`src/rtl/crack_pkg.sv`:
```
// Shared types and helpers for the RC4 crack scheduler.
// No logic of its own; no timing.
// No flow control.
package crack_pkg;

   localparam int KEY_W     = 24;
   localparam int CT_AW     = 8;
   localparam int MAX_CORES = 32;

   typedef enum logic [1:0] {
      IDLE   = 2'd0,
      LAUNCH = 2'd1,
      RUN    = 2'd2,
      DRAIN  = 2'd3
   } sched_state_t;

   // Index of the lowest set bit; 0 when the mask is empty.
   function automatic int first_one(input logic [MAX_CORES-1:0] mask);
      first_one = 0;
      for (int i = MAX_CORES - 1; i >= 0; i--) begin
         if (mask[i]) first_one = i;
      end
   endfunction

endpackage

```
`src/rtl/rr_arbiter.sv`:
```
// Round-robin arbiter: combinational one-hot grant, registered search pointer.
// Grant in the same cycle as the request; the pointer moves one past the winner.
// A requester that is not granted just keeps its request up.
module rr_arbiter #(
   parameter int N  = 2,
   parameter int IW = (N > 1) ? $clog2(N) : 1
) (
   input  logic          clk,
   input  logic          rst,
   input  logic [N-1:0]  req,
   output logic [N-1:0]  gnt,
   output logic          gnt_any,
   output logic [IW-1:0] gnt_idx
);

   logic [IW-1:0] ptr_q;

   // Search from the pointer upwards first, then wrap around to index 0.
   always_comb begin
      gnt_any = 1'b0;
      gnt_idx = '0;
      for (int i = 0; i < N; i++) begin
         if (!gnt_any && req[i] && (i >= int'(ptr_q))) begin
            gnt_any = 1'b1;
            gnt_idx = IW'(i);
         end
      end
      for (int i = 0; i < N; i++) begin
         if (!gnt_any && req[i]) begin
            gnt_any = 1'b1;
            gnt_idx = IW'(i);
         end
      end
      gnt = gnt_any ? (N'(1) << gnt_idx) : '0;
   end

   always_ff @(posedge clk) begin
      if (rst) begin
         ptr_q <= '0;
      end else if (gnt_any) begin
         ptr_q <= (gnt_idx == IW'(N - 1)) ? '0 : gnt_idx + 1'b1;
      end
   end

endmodule

```
`src/rtl/crack_scheduler.sv`:
```
// Launches NUM_CORES crack cores over interleaved key slices, keeps the first found key, aborts the rest.
// core_en no earlier than the cycle after en; key_valid the cycle after a found done; ct grant is combinational.
// en is ignored while rdy=0; cores are launched only when they report core_rdy.
module crack_scheduler #(
   parameter int NUM_CORES = 2,
   parameter int KEY_W     = crack_pkg::KEY_W,
   parameter int CT_AW     = crack_pkg::CT_AW
) (
   input  logic                       clk,
   input  logic                       rst,
   input  logic                       en,
   output logic                       rdy,
   output logic [KEY_W-1:0]           key,
   output logic                       key_valid,
   input  logic [NUM_CORES-1:0]       core_rdy,
   output logic [NUM_CORES-1:0]       core_en,
   output logic [NUM_CORES*KEY_W-1:0] core_start_key,
   output logic [NUM_CORES-1:0]       core_abort,
   input  logic [NUM_CORES-1:0]       core_done,
   input  logic [NUM_CORES-1:0]       core_found,
   input  logic [NUM_CORES*KEY_W-1:0] core_key,
   input  logic [NUM_CORES-1:0]       core_ct_req,
   input  logic [NUM_CORES*CT_AW-1:0] core_ct_addr,
   output logic [NUM_CORES-1:0]       core_ct_gnt,
   output logic [CT_AW-1:0]           ct_addr
);

   import crack_pkg::*;

   localparam int IW = (NUM_CORES > 1) ? $clog2(NUM_CORES) : 1;

   sched_state_t            state_q, state_d;
   logic [NUM_CORES-1:0]    launched_q, launched_d;
   logic [NUM_CORES-1:0]    finished_q, finished_d;
   logic [KEY_W-1:0]        key_q, key_d;
   logic                    key_valid_q, key_valid_d;
   logic [NUM_CORES-1:0]    fin_now;
   logic [NUM_CORES-1:0]    found_v;
   logic [NUM_CORES-1:0]    abort_v;
   logic [NUM_CORES-1:0]    launch_v;
   logic [IW-1:0]           win_idx;
   logic [KEY_W-1:0]        core_key_a  [NUM_CORES];
   logic [CT_AW-1:0]        core_addr_a [NUM_CORES];
   logic                    gnt_any;
   logic [IW-1:0]           gnt_idx;
   logic [CT_AW-1:0]        last_addr_q;

   // Core i starts its slice at key i; the core itself applies the stride.
   for (genvar i = 0; i < NUM_CORES; i++) begin : g_core
      assign core_start_key[i*KEY_W +: KEY_W] = KEY_W'(i);
      assign core_key_a[i]  = core_key[i*KEY_W +: KEY_W];
      assign core_addr_a[i] = core_ct_addr[i*CT_AW +: CT_AW];
   end

   assign found_v = core_done & core_found;
   assign fin_now = finished_q | core_done;
   assign win_idx = IW'(first_one(MAX_CORES'(found_v)));

   always_comb begin
      state_d     = state_q;
      launched_d  = launched_q;
      finished_d  = finished_q;
      key_d       = key_q;
      key_valid_d = key_valid_q;
      abort_v     = '0;
      launch_v    = '0;
      case (state_q)
         IDLE: begin
            if (en) begin
               state_d     = LAUNCH;
               launched_d  = '0;
               finished_d  = '0;
               key_valid_d = 1'b0;
            end
         end
         LAUNCH, RUN: begin
            finished_d = fin_now;
            if (|found_v) begin
               // A find stops launching; only cores already running need an abort.
               key_d       = core_key_a[win_idx];
               key_valid_d = 1'b1;
               abort_v     = launched_q & ~fin_now;
               state_d     = (|abort_v) ? DRAIN : IDLE;
            end else begin
               if (state_q == LAUNCH) begin
                  launch_v   = ~launched_q & core_rdy;
                  launched_d = launched_q | launch_v;
                  if (&launched_d) state_d = RUN;
               end
               if ((&launched_d) && (&fin_now)) state_d = IDLE;
            end
         end
         DRAIN: begin
            finished_d = fin_now;
            if (&(fin_now | ~launched_q)) state_d = IDLE;
         end
         default: state_d = IDLE;
      endcase
   end

   always_ff @(posedge clk) begin
      if (rst) begin
         state_q     <= IDLE;
         launched_q  <= '0;
         finished_q  <= '0;
         key_q       <= '0;
         key_valid_q <= 1'b0;
      end else begin
         state_q     <= state_d;
         launched_q  <= launched_d;
         finished_q  <= finished_d;
         key_q       <= key_d;
         key_valid_q <= key_valid_d;
      end
   end

   assign rdy        = (state_q == IDLE);
   assign key        = key_q;
   assign key_valid  = key_valid_q;
   assign core_en    = launch_v;
   assign core_abort = abort_v;

   rr_arbiter #(.N(NUM_CORES), .IW(IW)) u_ct_arb (
      .clk     (clk),
      .rst     (rst),
      .req     (core_ct_req),
      .gnt     (core_ct_gnt),
      .gnt_any (gnt_any),
      .gnt_idx (gnt_idx)
   );

   // The RAM address stays on the last granted address when nobody is granted.
   always_ff @(posedge clk) begin
      if (rst) begin
         last_addr_q <= '0;
      end else if (gnt_any) begin
         last_addr_q <= core_addr_a[gnt_idx];
      end
   end

   assign ct_addr = gnt_any ? core_addr_a[gnt_idx] : last_addr_q;

endmodule
```
`config.mk`:
```
export PLATFORM = sky130hd
export DESIGN_NAME = crack_scheduler
export DESIGN_NICKNAME = d
export VERILOG_FILES = /design/src/rtl/crack_pkg.sv /design/src/rtl/rr_arbiter.sv /design/src/rtl/crack_scheduler.sv
export SDC_FILE = /design/constraint.sdc
export NUM_CORES = 1
export LEC_CHECK = 0
export BUFFER_PORTS_ARGS = -buffer_cell sky130_fd_sc_hd__buf_4
export CAP_MARGIN = 25
export CORE_UTILIZATION = 43
export DETAILED_ROUTE_END_ITERATION = 8
export PLACE_DENSITY = 0.81
export SYNTH_ARGS = -nofsm -noshare
export SYNTH_HDL_FRONTEND = slang
export SYNTH_SLANG_ARGS = --single-unit
```
`constraint.sdc`:
```
create_clock -name clk -period 2.4 [get_ports clk]
set_clock_uncertainty 0.2 [all_clocks]
set_input_delay 0.48 -clock clk [delete_from_list [all_inputs] [get_ports clk]]
set_output_delay 0.48 -clock clk [all_outputs]
set_load 0.02 [all_outputs]
```
==> results of run 1 <==
-- critical path: stages, from the launching register on --
cell and delay [ns]:
dfxtp_1 0.37, inv_1 0.09, ha_2 0.36, nand3_1 0.11
nor3b_1 0.23, buf_4 0.17
-- power groups by stage --
stage | clock network [mW] | logic, mW | registers [mW]
after global routing | 0.591 | 1.26 | 0.879
after CTS | 0.562 | 1.17 | 0.864
final | 0.544 | 1.16 | 0.863
after floorplan | 0 | 0.720 | 0.986
after global placement | 0 | 1.14 | 0.872
after detailed placement | 0 | 1.16 | 0.878
-- path summary, 6_finish.rpt --
kind	startpoint	endpoint	cells after the start
setup / recovery	state_q[0]	core_en[1]	5
hold / removal	core_ct_addr[2]	last_addr_q[2]	3
setup reg to reg	state_q[0]	key[9]	6
hold reg to reg	key[8]	key[8]	2
-- layout make-up --
type / instances / area, sq um
sequential: 40 / 802.0
tap: 72 / 90.09
clock buffer: 5 / 68.82
multi-input combinational: 215 / 1468
timing repair buffer: 120 / 925.9
inverter: 3 / 11.26
fill: 498 / 2200
clock inverter: 3 / 42.54
-- metrics by stage --
stage	util, %	cell area, sq um	power [mW]
final	60.78	3408	2.571
after global routing	60.78	3408	2.733
after CTS	60.58	3397	2.591
after detailed placement	58.57	3284	2.040
after global placement	58.57	3284	2.009
after floorplan	-	2729	1.706
-- registers in the layout (all words and copies together) (netlist names) --
register        cells
launched_q          2
u_ct_arb.ptr_q      1
key_valid           1
last_addr_q         8
finished_q          2
state_q             2
key                24
-- cell families after synthesis --
kind of cell | Yosys count | share of synthesized area (%)
AOI/OAI and AO/OA | 57 | 19.87
and+or+nand+nor | 72 | 14.24
DFF | 40 | 31.33
adders and majority gates | 4 | 1.958
buffers and inverters | 70 | 18.50
other | 2 | 0.2938
muxes | 34 | 13.80
-- routing by layer --
layer,share of wire [%],wire length [microns]
met2,52,2946
met3,8.6,484
met5,0,0
met4,0.43,24
met1,39,2185
-- layout by cell type, fill, tap and decap left out, drive strengths merged, types with 2 or more instances in the layout --
cell type / instances
ha: 4
nand3: 3
o22ai: 9
nor2: 35
nand4b: 2
buf: 120
nand2b: 3
nor3: 10
and3: 2
inv: 3
conb: 48
mux2i: 24
o21ai: 4
nand2: 3
mux2: 10
dfxtp: 40
a21oi: 11
clkbuf: 5
o211ai: 2
a211oi: 26
nor3b: 12
-- repair_timing --
item,CTS,global route
gates resized for setup,1,3
setup endpoints to repair,8,10
gates cloned,0,0
==> results.md, run 1 <==
* Fin. max-slew vios at 0
* Cts bufs inserted at 5
* Die area at 0.006257 sq mm
* Synth warn at 0
* Gpl congestion at between 0.9 and 1
* Number of diodes at 0
* Critical path launch point type: flip-flop
* Die Ht at 79.10 microns
* Grt met3 use at 4.023%
* Worst R2R Setup Slack at roughly 0.48 ns
* Clock share of power at between 20% and 30%
* Worst vdd ir at 351.5 uV
* CP required at 1.72 ns
* Number of post-CTS setup repair buffers at 0
* Vias in the first global route at 1,950
* Total Routed Length at 5641 microns
* Placed Cells incl. Taps at 450
* EDFF count, synth at 0
* GRT met1 Usage at 18.34%
* Final WS setup at 0.1057 ns
* CP max FO at 6
* Final net count at 464
* Largest area contributor in the netlist: dfxtp_1
* MaxCap Viol Count at 0
* Crit share post-route at 95.60%
* Vias at 2,258
* Synth top area share at 31.33%
* Crit path DAT at 1.61 ns
* Vias per Instance at ~4.9
* Comb pwr share at approximately 45%
* Hold crit path type: primary input to flip-flop
* Pleak at around 1.6 nW
* Status: finished clean
* Initial Utilization at between 40% and 50%
* Clk slew on worst S/H paths at 0.08 ns
* Non-Filler Instances at 458
* Setup TNS at 0 ns
* CORE AREA at around 0.0056 sq mm
* Psw at about 970 uW
* Critical Path End Type: primary output
* Final min period at 2.294 ns
* DP HPWL at 4234 microns
* Initial drt markers at 55
* Busiest layer in global routing: met2
* Proportion of synthesized chip area in sequential cells at 31.33%
* Cell row count at 27
* Mean Syn Cell Area at around 9 sq um
* Die X at between 70 and 80 microns
* Post-CTS Hold Fix Bufs at 0
* Met2 usage at 32.33%
* First-pass GRT wire length at approximately 8400 microns
* Int Power at approximately 1.6 mW
* Max Fclk at 0.4359 GHz
* CP Class: flip-flop to primary output
* Net Sw Frac at 37.60%
* Routed Antenna Nets at 0
* Hold WS at 0.3077 ns
* Longest Clk Path Bufs at 2
* Clk_lat worst skew at 0.29 ns
* Mapped Area at between 0.002 and 0.003 sq mm
* GR Overflow Total at 0
* I/O pin count at 163
* H-tree level count at 2
* CTS sink count at 40
* Ys async rst share at 0%
* Top cells by area, synth: dfxtp_1 31%, buf_4 16%, a211oi_2 12%, mux2i_1 9.4%, nor2_1 5.1%
* Post-DR wirelength/cell at 12.32 microns
* CTS tree: done
* Count leader, synth: buf_4
* Mapped Cells at 279
* Seq pwr share at between 30% and 40%
* Area growth from synthesis to final layout at 33.33%
* Tot GR Track Use at 16.85%
* Setup WS pre-CTS at around 0.24 ns
* Hold Violations, Final at 0
* Prevailing post-synth register cell: dfxtp_1
* Clk root buf: clkbuf_8
* Final setup vio count at 0
* Largest net degree at the start of global routing at 44
* Synth cell types at 36
* Yosys reg bits at 40
* Layout cells sized above 1 at 43.52%
* DRT Pass-1 Iters at 4
* Commonest cells in the netlist: 53 x buf_4, 40 x dfxtp_1, 35 x nor2_1
* RSZ-0062 raised after global routing: no
* Power per cell area at 754.3 mW/mm^2
* Port buffer count at 114
* Initial antenna violation count at 0
* Remaining DRCs at 0
(Power assumes the default switching activity.)
==> run 2, diff against run 1 <==
- CORE_UTILIZATION: 43 -> 44
- CTS_BUF_LIST: not set -> sky130_fd_sc_hd__clkbuf_4 sky130_fd_sc_hd__clkbuf_8
- PLACE_DENSITY: 0.81 -> 0.83
==> run 2 against run 1 <==
Via count down 2.6%. Critical endpoint is now core_abort[0]. Largest power group unchanged. Worst setup slack improved by 0.076 ns. Flip-flop and latch count stayed put. First-iteration DRC count down 13%. Critical path type unchanged. Clock power is 1% lower.
==> results.md, run 2 (synthesis results as in run 1) <==
* Status: finished clean
* Final WS setup at 0.1819 ns (+0.07617 ns)
* Number of post-CTS setup repair buffers at 0 (unchanged)
* Setup WS pre-CTS at 0.2332 ns (-0.007473 ns)
* Placed Area at 0.003272 sq mm (-0.38%)
* CTS tree: done
* Vias per Instance at 4.803 (-2.6%)
* Most frequent cells in the layout: 119 x buf_4, 48 x conb_1, 40 x dfxtp_1, 35 x nor2_1
* Critical Path End Type: primary output
* CP required at 1.72 ns (about the same)
* Vias in the first global route at 2,010 (+3.1%)
* Crit path DAT at 1.54 ns (-0.07 ns)
* Design Area, Final at 0.003383 sq mm (-0.73%)
* Fin util at 61.07% (+0.29 points)
* Pwr Total at 2.548 mW (-0.88%)
* Clk slew on worst S/H paths at 0.08 ns (about the same)
* Cts bufs inserted at 5 (unchanged)
* Fin. max-slew vios at 0 (unchanged)
* H-tree level count at 2 (unchanged)
* CORE AREA at 0.005540 sq mm (-1.2%)
* Remaining DRCs at 0 (unchanged)
* Initial Utilization at 46.14% (+0.56 points)
* Cell row count at 27 (unchanged)
* Clk_lat worst skew at 0.29 ns (about the same)
* Crit path cell chain: inv_1 > ha_1 > buf_4 > and3_1 > buf_4
* Vias at 2,200 (-2.6%)
* Initial antenna violation count at 0 (unchanged)
* GR Overflow Total at 0 (unchanged)
* Critical path launch point type: flip-flop
* Longest Clk Path Bufs at 2 (unchanged)
* Die X at 78.22 microns (-1.1%)
* Number of diodes at 0 (unchanged)
* Largest net degree at the start of global routing at 51 (+16%)
* Routed Antenna Nets at 0 (unchanged)
* Die Ht at 78.22 microns (-1.1%)
* Gpl congestion at 0.8870 (-2.8%)
* Final setup vio count at 0 (unchanged)
* Placed Cells incl. Taps at 450 (unchanged)
* Worst path bufs/invs at 3 (+1)
* Tot GR Track Use at 17.22% (+0.38 points)
* CP max FO at 11 (+5)
* DP HPWL at 4152 microns (-1.9%)
* CP Class: flip-flop to primary output
* First-pass GRT wire length at 8638 microns (+2.7%)
* Final min period at 2.218 ns (-0.07617 ns)
* Hold WS at 0.3099 ns (+0.002262 ns)
* Hold crit path type: primary input to flip-flop
* Non-Filler Instances at 458 (unchanged)
* Hold Violations, Final at 0 (unchanged)
* DRT Pass-1 Iters at 4 (unchanged)
* Area growth from synthesis to final layout at 32.35%
* Initial drt markers at 48 (-13%)
* Post_cts resized at 0 (-1)
* Die area at 0.006118 sq mm (-2.2%)
* Max Fclk at 0.4508 GHz (+3.4%)
* Crit path max-delay family: buffers and inverters
* Max FFs per register at 24 (unchanged)
* Clk root buf: clkbuf_8
* Total Routed Length at 5381 microns (-4.6%)
* Post-DR wirelength/cell at 11.75 microns (-4.6%)
* Max incr delay on CP at 0.37 ns (about the same)
* RSZ-0062 raised after global routing: no
* MaxCap Viol Count at 0 (unchanged)
* Crit share post-route at 92.42% (-3.2 points)
* I/O pin count at 163 (unchanged)
* Setup TNS at 0 ns (unchanged)
* Power per cell area at 753.2 mW/mm^2 (-0.15%)
* Final net count at 464 (unchanged)
* Post-CTS Hold Fix Bufs at 0 (unchanged)
* CTS sink count at 40 (unchanged)
* Commonest non-fill, non-tap cell in the layout: buf_4
* Most common cell on crit path: buf_4
* CP max stage cell: dfxtp_1
* Pleak at 1.631 nW (-0.50%)
* Port buffer count at 114 (unchanged)
* Worst vdd ir at 411.9 uV (+17%)
* Layout cells sized above 1 at 42.49% (-1.0 points)
run 2: cell counts in the layout (fill, tap and decap cells not counted):
No cell type changed its count.
run 2: path summary, 6_finish.rpt:
| check | startpoint | cells past startpoint | slack [ns] | end |
|---|---|---|---|---|
| worst max register to register | state_q[0] | 7 | 0.47 | key[22] |
| worst min-delay path | core_ct_addr[6] | 3 | 0.31 | last_addr_q[6] |
| worst min register to register | key[6] | 2 | 0.33 | key[6] |
| worst max-delay path | state_q[0] | 5 | 0.18 | core_abort[0] |
run 2: worst min-delay path: stages:
cell	delay [ns]
buf_4	0.08
nor3b_1	0.05
nor3_1	0.14
run 2: layout make-up:
cell class                 count  area, sq um
clock inverter                 3        42.54
inverter                       3        11.26
tap                           72        90.09
timing repair buffer         120        913.4
clock buffer                   5        68.82
sequential                    40        800.8
fill                         485         2157
multi-input combinational    215         1456
run 2: report_power, final:
group	internal [mW]	switching [mW]	total (mW)	leakage [nW]
combinational	0.496	0.656	1.15	1.25
sequential	0.792	0.0665	0.859	0.328
clock	0.308	0.230	0.538	0.0541
run 2: metal layers:
layer	vias to the layer above	routed length (microns)	global-route usage [%]
li1	1097	-	-
met1	999	2126	19.04
met2	102	2770	32.19
met3	2	473	4.767
met4	0	10	4.259
met5	-	0	0
